--- src/rtl/ariane_pkg.sv ---
// Frontend-to-decode record types shared across the core.
package ariane_pkg;

    localparam int unsigned VLEN = 64;

    typedef struct packed {
        logic [63:0] cause;
        logic [63:0] tval;
        logic        valid;
    } exception_t;

    typedef struct packed {
        logic [VLEN-1:0] address;
        logic [31:0]     instruction;
        exception_t      ex;
    } fetch_entry_t;

endpackage

--- src/rtl/config_pkg.sv ---
// Core configuration record. The FIFO only passes it through; the empty
// configuration is the default used by standalone instantiations.
package config_pkg;

    typedef struct packed {
        int unsigned xlen;
        int unsigned vlen;
    } cva6_cfg_t;

    localparam cva6_cfg_t cva6_cfg_empty = '0;

endpackage

--- src/rtl/fetch_entry_fifo.sv ---
// In-order buffer between the frontend and decode. Stops accepting after a
// faulting entry until the next flush so fetch never runs past a faulting PC.
module fetch_entry_fifo
    import ariane_pkg::*;
#(
    parameter config_pkg::cva6_cfg_t CVA6Cfg = config_pkg::cva6_cfg_empty,
    parameter int unsigned           DEPTH   = 4
) (
    input  logic                     clk_i,
    input  logic                     rst_ni,
    input  logic                     flush_i,
    input  fetch_entry_t             fetch_entry_i,
    input  logic                     fetch_entry_valid_i,
    output logic                     fetch_entry_ready_o,
    output fetch_entry_t             fetch_entry_o,
    output logic                     fetch_entry_valid_o,
    input  logic                     fetch_entry_ready_i,
    output logic [$clog2(DEPTH):0]   usage_o,
    output logic                     ex_blocked_o
);

    localparam int unsigned PtrW = $clog2(DEPTH);
    localparam int unsigned CntW = PtrW + 1;

    fetch_entry_t          mem_q [DEPTH];
    logic [PtrW-1:0]       wptr_q, wptr_n;
    logic [PtrW-1:0]       rptr_q, rptr_n;
    logic [CntW-1:0]       count_q, count_n;
    logic                  ex_block_q, ex_block_n;
    logic                  push, pop;

    // Ready is purely registered: no path from the decode-side ready.
    assign fetch_entry_ready_o = (count_q != CntW'(DEPTH)) && !ex_block_q;
    assign fetch_entry_valid_o = (count_q != '0);
    assign fetch_entry_o       = mem_q[rptr_q];
    assign usage_o             = count_q;
    assign ex_blocked_o        = ex_block_q;

    assign push = fetch_entry_valid_i && fetch_entry_ready_o && !flush_i;
    assign pop  = fetch_entry_valid_o && fetch_entry_ready_i && !flush_i;

    always_comb begin
        wptr_n     = wptr_q;
        rptr_n     = rptr_q;
        count_n    = count_q;
        ex_block_n = ex_block_q;
        if (flush_i) begin
            wptr_n     = '0;
            rptr_n     = '0;
            count_n    = '0;
            ex_block_n = 1'b0;
        end else begin
            if (push) begin
                wptr_n = wptr_q + PtrW'(1);
                if (fetch_entry_i.ex.valid) begin
                    ex_block_n = 1'b1;
                end
            end
            if (pop) begin
                rptr_n = rptr_q + PtrW'(1);
            end
            count_n = count_q + CntW'(push) - CntW'(pop);
        end
    end

    always_ff @(posedge clk_i) begin
        if (!rst_ni) begin
            wptr_q     <= '0;
            rptr_q     <= '0;
            count_q    <= '0;
            ex_block_q <= 1'b0;
        end else begin
            wptr_q     <= wptr_n;
            rptr_q     <= rptr_n;
            count_q    <= count_n;
            ex_block_q <= ex_block_n;
        end
    end

    // Storage carries no reset; only the pointers and count define what is live.
    always_ff @(posedge clk_i) begin
        if (push) begin
            mem_q[wptr_q] <= fetch_entry_i;
        end
    end

endmodule

--- config.mk ---
export PLATFORM = sky130hd
export DESIGN_NAME = fetch_entry_fifo
export DESIGN_NICKNAME = d
export VERILOG_FILES = /design/src/rtl/ariane_pkg.sv /design/src/rtl/config_pkg.sv /design/src/rtl/fetch_entry_fifo.sv
export SDC_FILE = /design/constraint.sdc
export NUM_CORES = 1
export LEC_CHECK = 0
export ABC_CLOCK_PERIOD_IN_PS = 7900
export BUFFER_PORTS_ARGS = -buffer_cell sky130_fd_sc_hd__buf_2
export CORE_ASPECT_RATIO = 1.75
export CORE_MARGIN = 2
export CORE_UTILIZATION = 57
export CTS_CLUSTER_DIAMETER = 80
export DETAILED_ROUTE_END_ITERATION = 8
export GPL_TIMING_DRIVEN = 0
export PLACE_DENSITY_LB_ADDON = 0.3
export SLEW_MARGIN = 20
export SYNTH_ARGS = -nofsm -noshare
export SYNTH_HDL_FRONTEND = slang
export SYNTH_SLANG_ARGS = --single-unit
--- constraint.sdc ---
create_clock -name clk_i -period 7.9 [get_ports clk_i]
set_input_delay 0.79 -clock clk_i [delete_from_list [all_inputs] [get_ports clk_i]]
set_output_delay 0.79 -clock clk_i [all_outputs]
set_load 0.02 [all_outputs]
==> results.toml <==
[global_routing]
grt_overflow = 0
grt_pass1_vias = 16362
antenna_found_initial = 26
grt_max_degree = 48
grt_pass1_wl_um = 98850
track_usage_pct = 22.96

[critical_path]
cp.arrival_ns = 2.59
cpMostUsedCell = "buf_2"
critPathKind = "flop to output port"
r2r_slack_ns = 4.96
endpoint_kind = "output port"
path_cells = "buf_2, buf_2, buf_2, mux4_2, buf_2"
reg2reg_to = "mem_q[0][81]"
crit_path_max_fanout = 10
reg2reg_depth = 5
required_ns = 7.11
max_stage_delay_ns = 0.42
start_kind = "flop"
crit_path_end = "fetch_entry_o[145]"
crit_slowest_cell = "buf_2"
rr_startpoint = "ex_blocked_o"

[sta]
timing.final.ws_setup_ns = 4.515
fmax_mhz = 295.4
slew_viol_final = 0
finalHoldViolCount = 0
timing.final.crit_period_ns = 3.385
timing.final.crit_share_pct = 42.85
timing.setup.tns_ns = 0
rsz0062_at_grt = "false"
fin_hold_ws_ns = 0.3747
slew-limit-headroom_pct = 47.55
skew_ns = 0.02875
setup_violations = 0
tightest_slew_ns = 0.7868

[cells_and_area]
area_delta_synth_final_pct = 18.86
multi_input_area_sq_mm = 0.005385
fill_cells = 3557
most-common-layout-cells = "edfxtp_1, buf_2, mux4_2"
fin_nets = 2029
final_area_sq_mm = 0.03918
final_common_cell = "edfxtp_1"
final_cells = 2630
final_layout_size_suffix_gt1_share_pct = 46.07
final_util_pct = 68.52
seq_area_sq_mm = 0.02723

[placement]
place_area_sq_mm = 0.03674
place_inst = 2479
post-place-ws_ns = 4.361
place_congestion = 0.7310
hpwl_um = 44920
io_buffers = 460

[die]
dieWidth_um = 185.8
start_util_pct = 57.64
ios = 461
core-area_sq_mm = 0.05718
rows = 116
fp.dieH_um = 322.1
dieArea_sq_mm = 0.05985

[synth]
synthTopCellsByArea = "edfxtp_1, mux4_2, buf_6"
yosysTopAreaCellShare_pct = 81.99
synth.distinct_cells = 26
synth_cells = 1232
ys_ff_latch = 910
yosys_warnings = 0
syn-cell-area_sq_mm = 0.03296
avgSynthCellArea_sq_um = 26.76
yosysSeqAreaShare_pct = 82.59
synth_top_area_cell = "edfxtp_1"
synthesis.nets = 1469

[drt]
vias = 15011
drt_first_pass_iters = 4
wl_per_cell_um = 25.79
drtIter0Drc = 961
drc = 0
via_per_inst = 5.708
postRouteAntennaNets = 0
drt_wl_total_um = 67840

[power_and_ir_drop]
vdd_drop_max_mv = 0.2264
power_leakage_nw = 12.96
p_per_area_mw_per_mm2 = 240.9
power_mw = 9.440

[hold_path]
hp-class = "input pin to flop"

[clock_tree]
clock-root-buffer = "clkbuf_16"
cts-resized-gates = 0
cts_tree = "yes"
postCtsSetupRepairBufs = 0
cts_buffers = 78
htreeDepth = 3
clkLatencyLatePin_ns = 0.62
clock_path_buffers = 3
cts_sinks = 910
holdBufCountCts = 0
clkTransAtPathRegs_ns = 0.06

[outcome]
status = "finished clean"

[job]
cap_viol_max_count = 0
worst min path at each step:
stage | startpoint | endpoint | slack [ns] | depth (start not counted)
2_1_floorplan | rptr_q[1] | flop | 0.46 | 2
3_3_place_gp | rptr_q[1] | rptr_q[1] | 0.48 | 2
3_5_place_dp | rptr_q[1] | flop | 0.50 | 2
4_1_cts | fetch_entry_i[69] | mem_q[0][69] | 0.33 | 1
5_1_grt | fetch_entry_i[69] | mem_q[0][69] | 0.35 | 1
6_report | fetch_entry_i[69] | mem_q[0][69] | 0.37 | 1
layout make-up:
type,instances,share of cell area [%]
diodes,16,0.1022
clock buffers,99,5.291
inverters,5,0.04790
clock inverters,36,0.8302
plain buffers,50,0.9037
multi-input cells,267,13.74
flip-flops and latches,910,69.49
repair buffers,480,7.147
well taps,767,2.449
state kept, by name, summed over array words and instances (netlist names), named ones only:
name,cells
usage_o,3
ex_blocked_o,1
wptr_q,2
rptr_q,2
mem_q,900
kinds of logic (layout without fill, tap and decap cells):
| family | Yosys count | after routing | share of synthesized area (%) |
|---|---|---|---|
| and+or+nand+nor | 26 | 26 | 0.4327 |
| DFF | 910 | 910 | 82.59 |
| muxes | 227 | 227 | 15.43 |
| other | 0 | 16 | 0 |
| xor gates and xnor gates | 1 | 1 | 0.02657 |
| adders and majority gates | 7 | 7 | 0.2885 |
| buffers and inverters | 55 | 670 | 1.131 |
| AOI/OAI and AO/OA | 6 | 6 | 0.09489 |
routing by layer:
metal | global-route usage [%] | up-vias | routed length (um)
li1 | - | 6490 | -
met1 | 24.53 | 7793 | 22200
met2 | 41.02 | 561 | 36910
met3 | 8.085 | 149 | 6452
met4 | 9.274 | 18 | 2171
met5 | 0 | - | 100
power by group:
part | switching [mW] | internal, mW | total [mW]
Sequential | 0.0175 | 5.38 | 5.40
Combinational | 0.248 | 0.156 | 0.404
Clock | 1.61 | 2.02 | 3.63
Total | 1.88 | 7.56 | 9.44
cells in the mapped netlist:
cell type  count
buf_1          1
dfxtp_1       10
a21oi_1        3
inv_1          5
buf_2         25
xor2_1         1
ha_1           6
nand2_1        5
nor3_1         2
mux2i_1        2
buf_6         18
nand2b_1       2
mux4_2       225
nor3b_1        1
fa_1           1
nor2b_1        2
or3b_1         1
clkbuf_1       6
edfxtp_1     900
and3_1         4
nor2_1         4
a31oi_1        1
o21ai_0        2
and2_1         2
nand3b_1       1
or3_1          2
worst max-delay path: cells and delay by family (launching register included):
kind	cells	cell delay, ns
buf+inv	4	1.30
mux	1	0.36
flops	1	0.31
Power figures use the tool's default switching activity.
